===== config.mk =====
export PLATFORM = sky130hd
export DESIGN_NAME = minimac2_mdio
export DESIGN_NICKNAME = d
export VERILOG_FILES = /design/src/rtl/minimac2_mdio.sv
export SDC_FILE = /design/constraint.sdc
export NUM_CORES = 1
export LEC_CHECK = 0
export ABC_AREA = 0
export CAP_MARGIN = 0
export CORE_MARGIN = 2
export CORE_UTILIZATION = 45
export CTS_CLUSTER_DIAMETER = 120
export DETAILED_ROUTE_END_ITERATION = 7
export PLACE_DENSITY = 0.7
export SLEW_MARGIN = 10
export SYNTH_ARGS = -nofsm -noshare
export SYNTH_HDL_FRONTEND = slang
export SYNTH_SLANG_ARGS = --single-unit
export TNS_END_PERCENT = 50

===== constraint.sdc =====
create_clock -name sys_clk -period 5.6 [get_ports sys_clk]
set_input_delay 1.12 -clock sys_clk [delete_from_list [all_inputs] [get_ports sys_clk]]
set_output_delay 1.12 -clock sys_clk [all_outputs]
set_load 0.01 [all_outputs]

===== src/rtl/minimac2_mdio.sv =====
// Clause-22 MDIO master: one cmd_start pulse runs a full 64-bit read or write frame on MDC/MDIO.
// Latency: done pulses 1+128*CLK_DIV cycles after acceptance; cmd_start is ignored while busy.
module minimac2_mdio #(
    parameter int CLK_DIV = 4
) (
    input  logic        sys_clk,
    input  logic        sys_rst,
    input  logic        cmd_start,
    input  logic        cmd_write,
    input  logic [4:0]  cmd_phyad,
    input  logic [4:0]  cmd_regad,
    input  logic [15:0] cmd_wdata,
    output logic        busy,
    output logic        done,
    output logic [15:0] rdata,
    output logic        rd_err,
    output logic        mdc,
    output logic        mdio_o,
    output logic        mdio_oe,
    input  logic        mdio_i
);

    localparam logic [7:0] DIV_MAX = 8'(CLK_DIV - 1);

    typedef enum logic {IDLE, SHIFT} state_t;

    state_t      state_q, state_d;
    logic [7:0]  div_q, div_d;
    logic [5:0]  bit_q, bit_d;
    logic [63:0] frame_q, frame_d;
    logic        write_q, write_d;
    logic        mdc_q, mdc_d;
    logic        mdio_o_q, mdio_o_d;
    logic        mdio_oe_q, mdio_oe_d;
    logic        done_q, done_d;
    logic [15:0] rx_q, rx_d;
    logic        ta_q, ta_d;
    logic [15:0] rdata_q, rdata_d;
    logic        rd_err_q, rd_err_d;

    always_ff @(posedge sys_clk) begin
        if (sys_rst) begin
            state_q   <= IDLE;
            div_q     <= '0;
            bit_q     <= '0;
            frame_q   <= '1;
            write_q   <= 1'b0;
            mdc_q     <= 1'b0;
            mdio_o_q  <= 1'b1;
            mdio_oe_q <= 1'b0;
            done_q    <= 1'b0;
            rx_q      <= '0;
            ta_q      <= 1'b0;
            rdata_q   <= '0;
            rd_err_q  <= 1'b0;
        end else begin
            state_q   <= state_d;
            div_q     <= div_d;
            bit_q     <= bit_d;
            frame_q   <= frame_d;
            write_q   <= write_d;
            mdc_q     <= mdc_d;
            mdio_o_q  <= mdio_o_d;
            mdio_oe_q <= mdio_oe_d;
            done_q    <= done_d;
            rx_q      <= rx_d;
            ta_q      <= ta_d;
            rdata_q   <= rdata_d;
            rd_err_q  <= rd_err_d;
        end
    end

    always_comb begin
        state_d   = state_q;
        div_d     = div_q;
        bit_d     = bit_q;
        frame_d   = frame_q;
        write_d   = write_q;
        mdc_d     = mdc_q;
        mdio_o_d  = mdio_o_q;
        mdio_oe_d = mdio_oe_q;
        done_d    = 1'b0;
        rx_d      = rx_q;
        ta_d      = ta_q;
        rdata_d   = rdata_q;
        rd_err_d  = rd_err_q;

        case (state_q)
            IDLE: begin
                if (cmd_start) begin
                    state_d   = SHIFT;
                    // Read frames carry ones in the TA/data slots; the line is released there anyway.
                    frame_d   = {32'hFFFF_FFFF, 2'b01,
                                 cmd_write ? 2'b01 : 2'b10,
                                 cmd_phyad, cmd_regad,
                                 cmd_write ? 2'b10 : 2'b11,
                                 cmd_write ? cmd_wdata : 16'hFFFF};
                    write_d   = cmd_write;
                    div_d     = '0;
                    bit_d     = '0;
                    mdc_d     = 1'b0;
                    mdio_o_d  = 1'b1;
                    mdio_oe_d = 1'b1;
                end
            end
            SHIFT: begin
                if (div_q == DIV_MAX) begin
                    div_d = '0;
                    mdc_d = ~mdc_q;
                    if (!mdc_q) begin
                        // Rising MDC edge: sample the PHY.
                        rx_d = {rx_q[14:0], mdio_i};
                        if (bit_q == 6'd47) begin
                            ta_d = mdio_i;
                        end
                    end else if (bit_q == 6'd63) begin
                        state_d   = IDLE;
                        mdio_o_d  = 1'b1;
                        mdio_oe_d = 1'b0;
                        done_d    = 1'b1;
                        if (!write_q) begin
                            rdata_d  = rx_q;
                            rd_err_d = ta_q;
                        end
                    end else begin
                        bit_d     = bit_q + 6'd1;
                        frame_d   = {frame_q[62:0], 1'b1};
                        mdio_o_d  = frame_q[62];
                        mdio_oe_d = write_q || (bit_q < 6'd45);
                    end
                end else begin
                    div_d = div_q + 8'd1;
                end
            end
            default: state_d = IDLE;
        endcase
    end

    assign busy    = (state_q == SHIFT);
    assign done    = done_q;
    assign rdata   = rdata_q;
    assign rd_err  = rd_err_q;
    assign mdc     = mdc_q;
    assign mdio_o  = mdio_o_q;
    assign mdio_oe = mdio_oe_q;

endmodule

==> run metrics <==
H-tree lvl count=4; Startpoint Class=input port; Worst-Margin Slew=roughly 1100 ps; antenna-violating nets left=0; fmax=307.4 MHz; clock slew at reported path FFs=50 ps; CP required=roughly 6000 ps; largest net degree at the start of global routing=52; I/O Buffers=52; asr flop ratio synth=0%; Fin. Hold Viols=0; register bit total from synthesis=117; worst hold path class=reg2reg; Residual DRC=0; Final GP Congestion=between 0.8 and 0.9; total core area=approximately 0.010 mm^2; Power Dens Cells=between 300 and 400 mW/mm^2; outcome=finished, final reports clean; final setup skew=6.230 ps; dpl cells=between 700 and 800; synth unique cells=between 40 and 50; Slew HR=25.52%; n_diodes=0; P_leak=1.943 nW; Tot GR Track Use=around a fifth; Post-DP Area=0.005334 mm^2; commonest non-fill, non-tap cell in the layout=dfxtp_1; Final setup viols=0; CTS buffer count=17; max_cap viols=0; DP HPWL=6871 um; CP Class=in2reg; CTS tree=built; gr ovfl total=0; post-route total power=1.920 mW; first-iteration detailed-routing DRC count=358; CP endpoint kind=flip-flop; Die W=107.6 um; RSZ-0062 raised after global routing=false; I/O pin cnt=53; pre-CTS setup slack=1879 ps; commonest cells after routing, fill and taps aside=dfxtp_1 (117), a21oi_1 (78), nand2_1 (57); cts repair resizes=0; Synthesized Nets=616; clk buf depth=2; hold_buf cts=0; Critical Path AT=3650 ps; post-synthesis sequential area ratio=48.46%; Syn Inst Count=582; layout cells sized above 1=6.785%; Die ar.=0.01159 mm^2; first-pass GRT wire length=18700 um; DRT Pass-1 Iters=5; Final period util=58.08%; fin worst setup slack=2347 ps; fin. max-slew vios=0; nets@finish=~640; initial antenna violation count=0; final instance area=0.005858 mm^2; Post-CTS Setup Repair Bufs=0; setup TNS=0 ps; yosys warns=0; Root Buffer=clkbuf_8; Initial Util=46.61%; min cycle time layout=3253 ps; maximum vdd drop=0.0001933 V; Worst-Skew Late Latency=about 520 ps; Syn Area/Cell=8.305 um^2; area grow syn2layout=21.20%; Post-synth EDFFs=0; clock sink count=117; WL/cell=between 10 and 15 um; WL final=11220 um; Cell Area, Synth=about 0.0048 mm^2; vias=4324; number of global-route vias before repair=4014; worst-path fanout max=36; final cell count without fillers=between 700 and 800; Top FF cell, synth=dfxtp_1; DR vias/cell=5.727; Die Y=107.6 um; row cnt=37
worst max-delay path, cell delays in order:
cell	delay, ps
clkdlybuf4s50_1	500
nand2b_1	540
nand2_1	810
or3_1	580
o31ai_1	90
power by group:
group          leakage (nW)  internal [mW]  switching (mW)
logic                 0.730         0.0429          0.0563
registers             0.951          0.850         0.00941
clock network         0.262          0.614           0.347
total                  1.94           1.51           0.412
metal layers:
layer | vias up | part of all wire [%] | GRT usage (%)
met1 | 2003 | 47 | 26.48
met5 | - | 0 | 0
met3 | 16 | 6.2 | 5.266
met4 | 0 | 1.5 | 8.516
met2 | 136 | 45 | 31.36
li1 | 2169 | - | -
sequential cells by signal, indices dropped and copies added (netlist names):
register,flops
done,1
bit_q,6
mdio_o,1
rx_q,16
busy,1
ta_q,1
div_q,8
write_q,1
rdata,16
mdc,1
mdio_oe,1
rd_err,1
frame_q,63
path summary, 6_finish.rpt:
check | cells past startpoint | start | to | slack [ps]
worst max register to register | 6 | div_q[0]$_SDFFE_PP0P_ | frame_q[29]$_SDFFE_PP1P_ | 2740
worst min-delay path | 2 | rx_q[15]$_SDFFE_PP0P_ | rx_q[15]$_SDFFE_PP0P_ | 450
worst min register to register | 2 | rx_q[15]$_SDFFE_PP0P_ | rx_q[15]$_SDFFE_PP0P_ | 450
worst max-delay path | 5 | cmd_start | bit_q[1]$_SDFFE_PP0P_ | 2350
kinds of logic after synthesis:
group                    share of synthesized area (%)
flip-flops                                       48.46
adder cells (fa/ha/maj)                         0.7767
multiplexers                                    0.2071
buffers and inverters                            5.773
AND/OR/NAND/NOR                                  21.30
AO/OA/AOI/OAI                                    23.48
final cells by class:
class	instances	area [um^2]
Clock buffer	25	474.2
Clock inverter	5	50.05
Fill cell	948	4512
Inverter	12	45.04
Multi-Input combinational cell	402	2216
Sequential cell	117	2342
Tap cell	136	170.2
Timing Repair Buffer	58	560.5
cells in the mapped netlist (4+ instances only):
cell type / number / share of area, %
o21ai_0: 43 / 4.5
nand3_1: 28 / 2.9
and4_1: 4 / 0.72
clkbuf_1: 32 / 2.5
buf_2: 13 / 1.3
a21oi_1: 78 / 8.1
a221o_1: 15 / 3.1
a311oi_1: 13 / 2.4
o31ai_1: 15 / 2.3
nand2_1: 57 / 4.4
nor3_1: 56 / 5.8
dfxtp_1: 117 / 48
nor2_1: 49 / 3.8
nand4_1: 5 / 0.65
or3_1: 4 / 0.52
inv_1: 11 / 0.85
through the flow:
stage               hold WS (ps)  utilization (%)
finish                     454.9            56.49
global route               478.5            56.49
CTS                        453.7            56.49
detailed placement         447.3            51.44
global placement           442.5            51.44
floorplan                  432.1                -
Note: power is estimated with default switching activity, not from simulation.
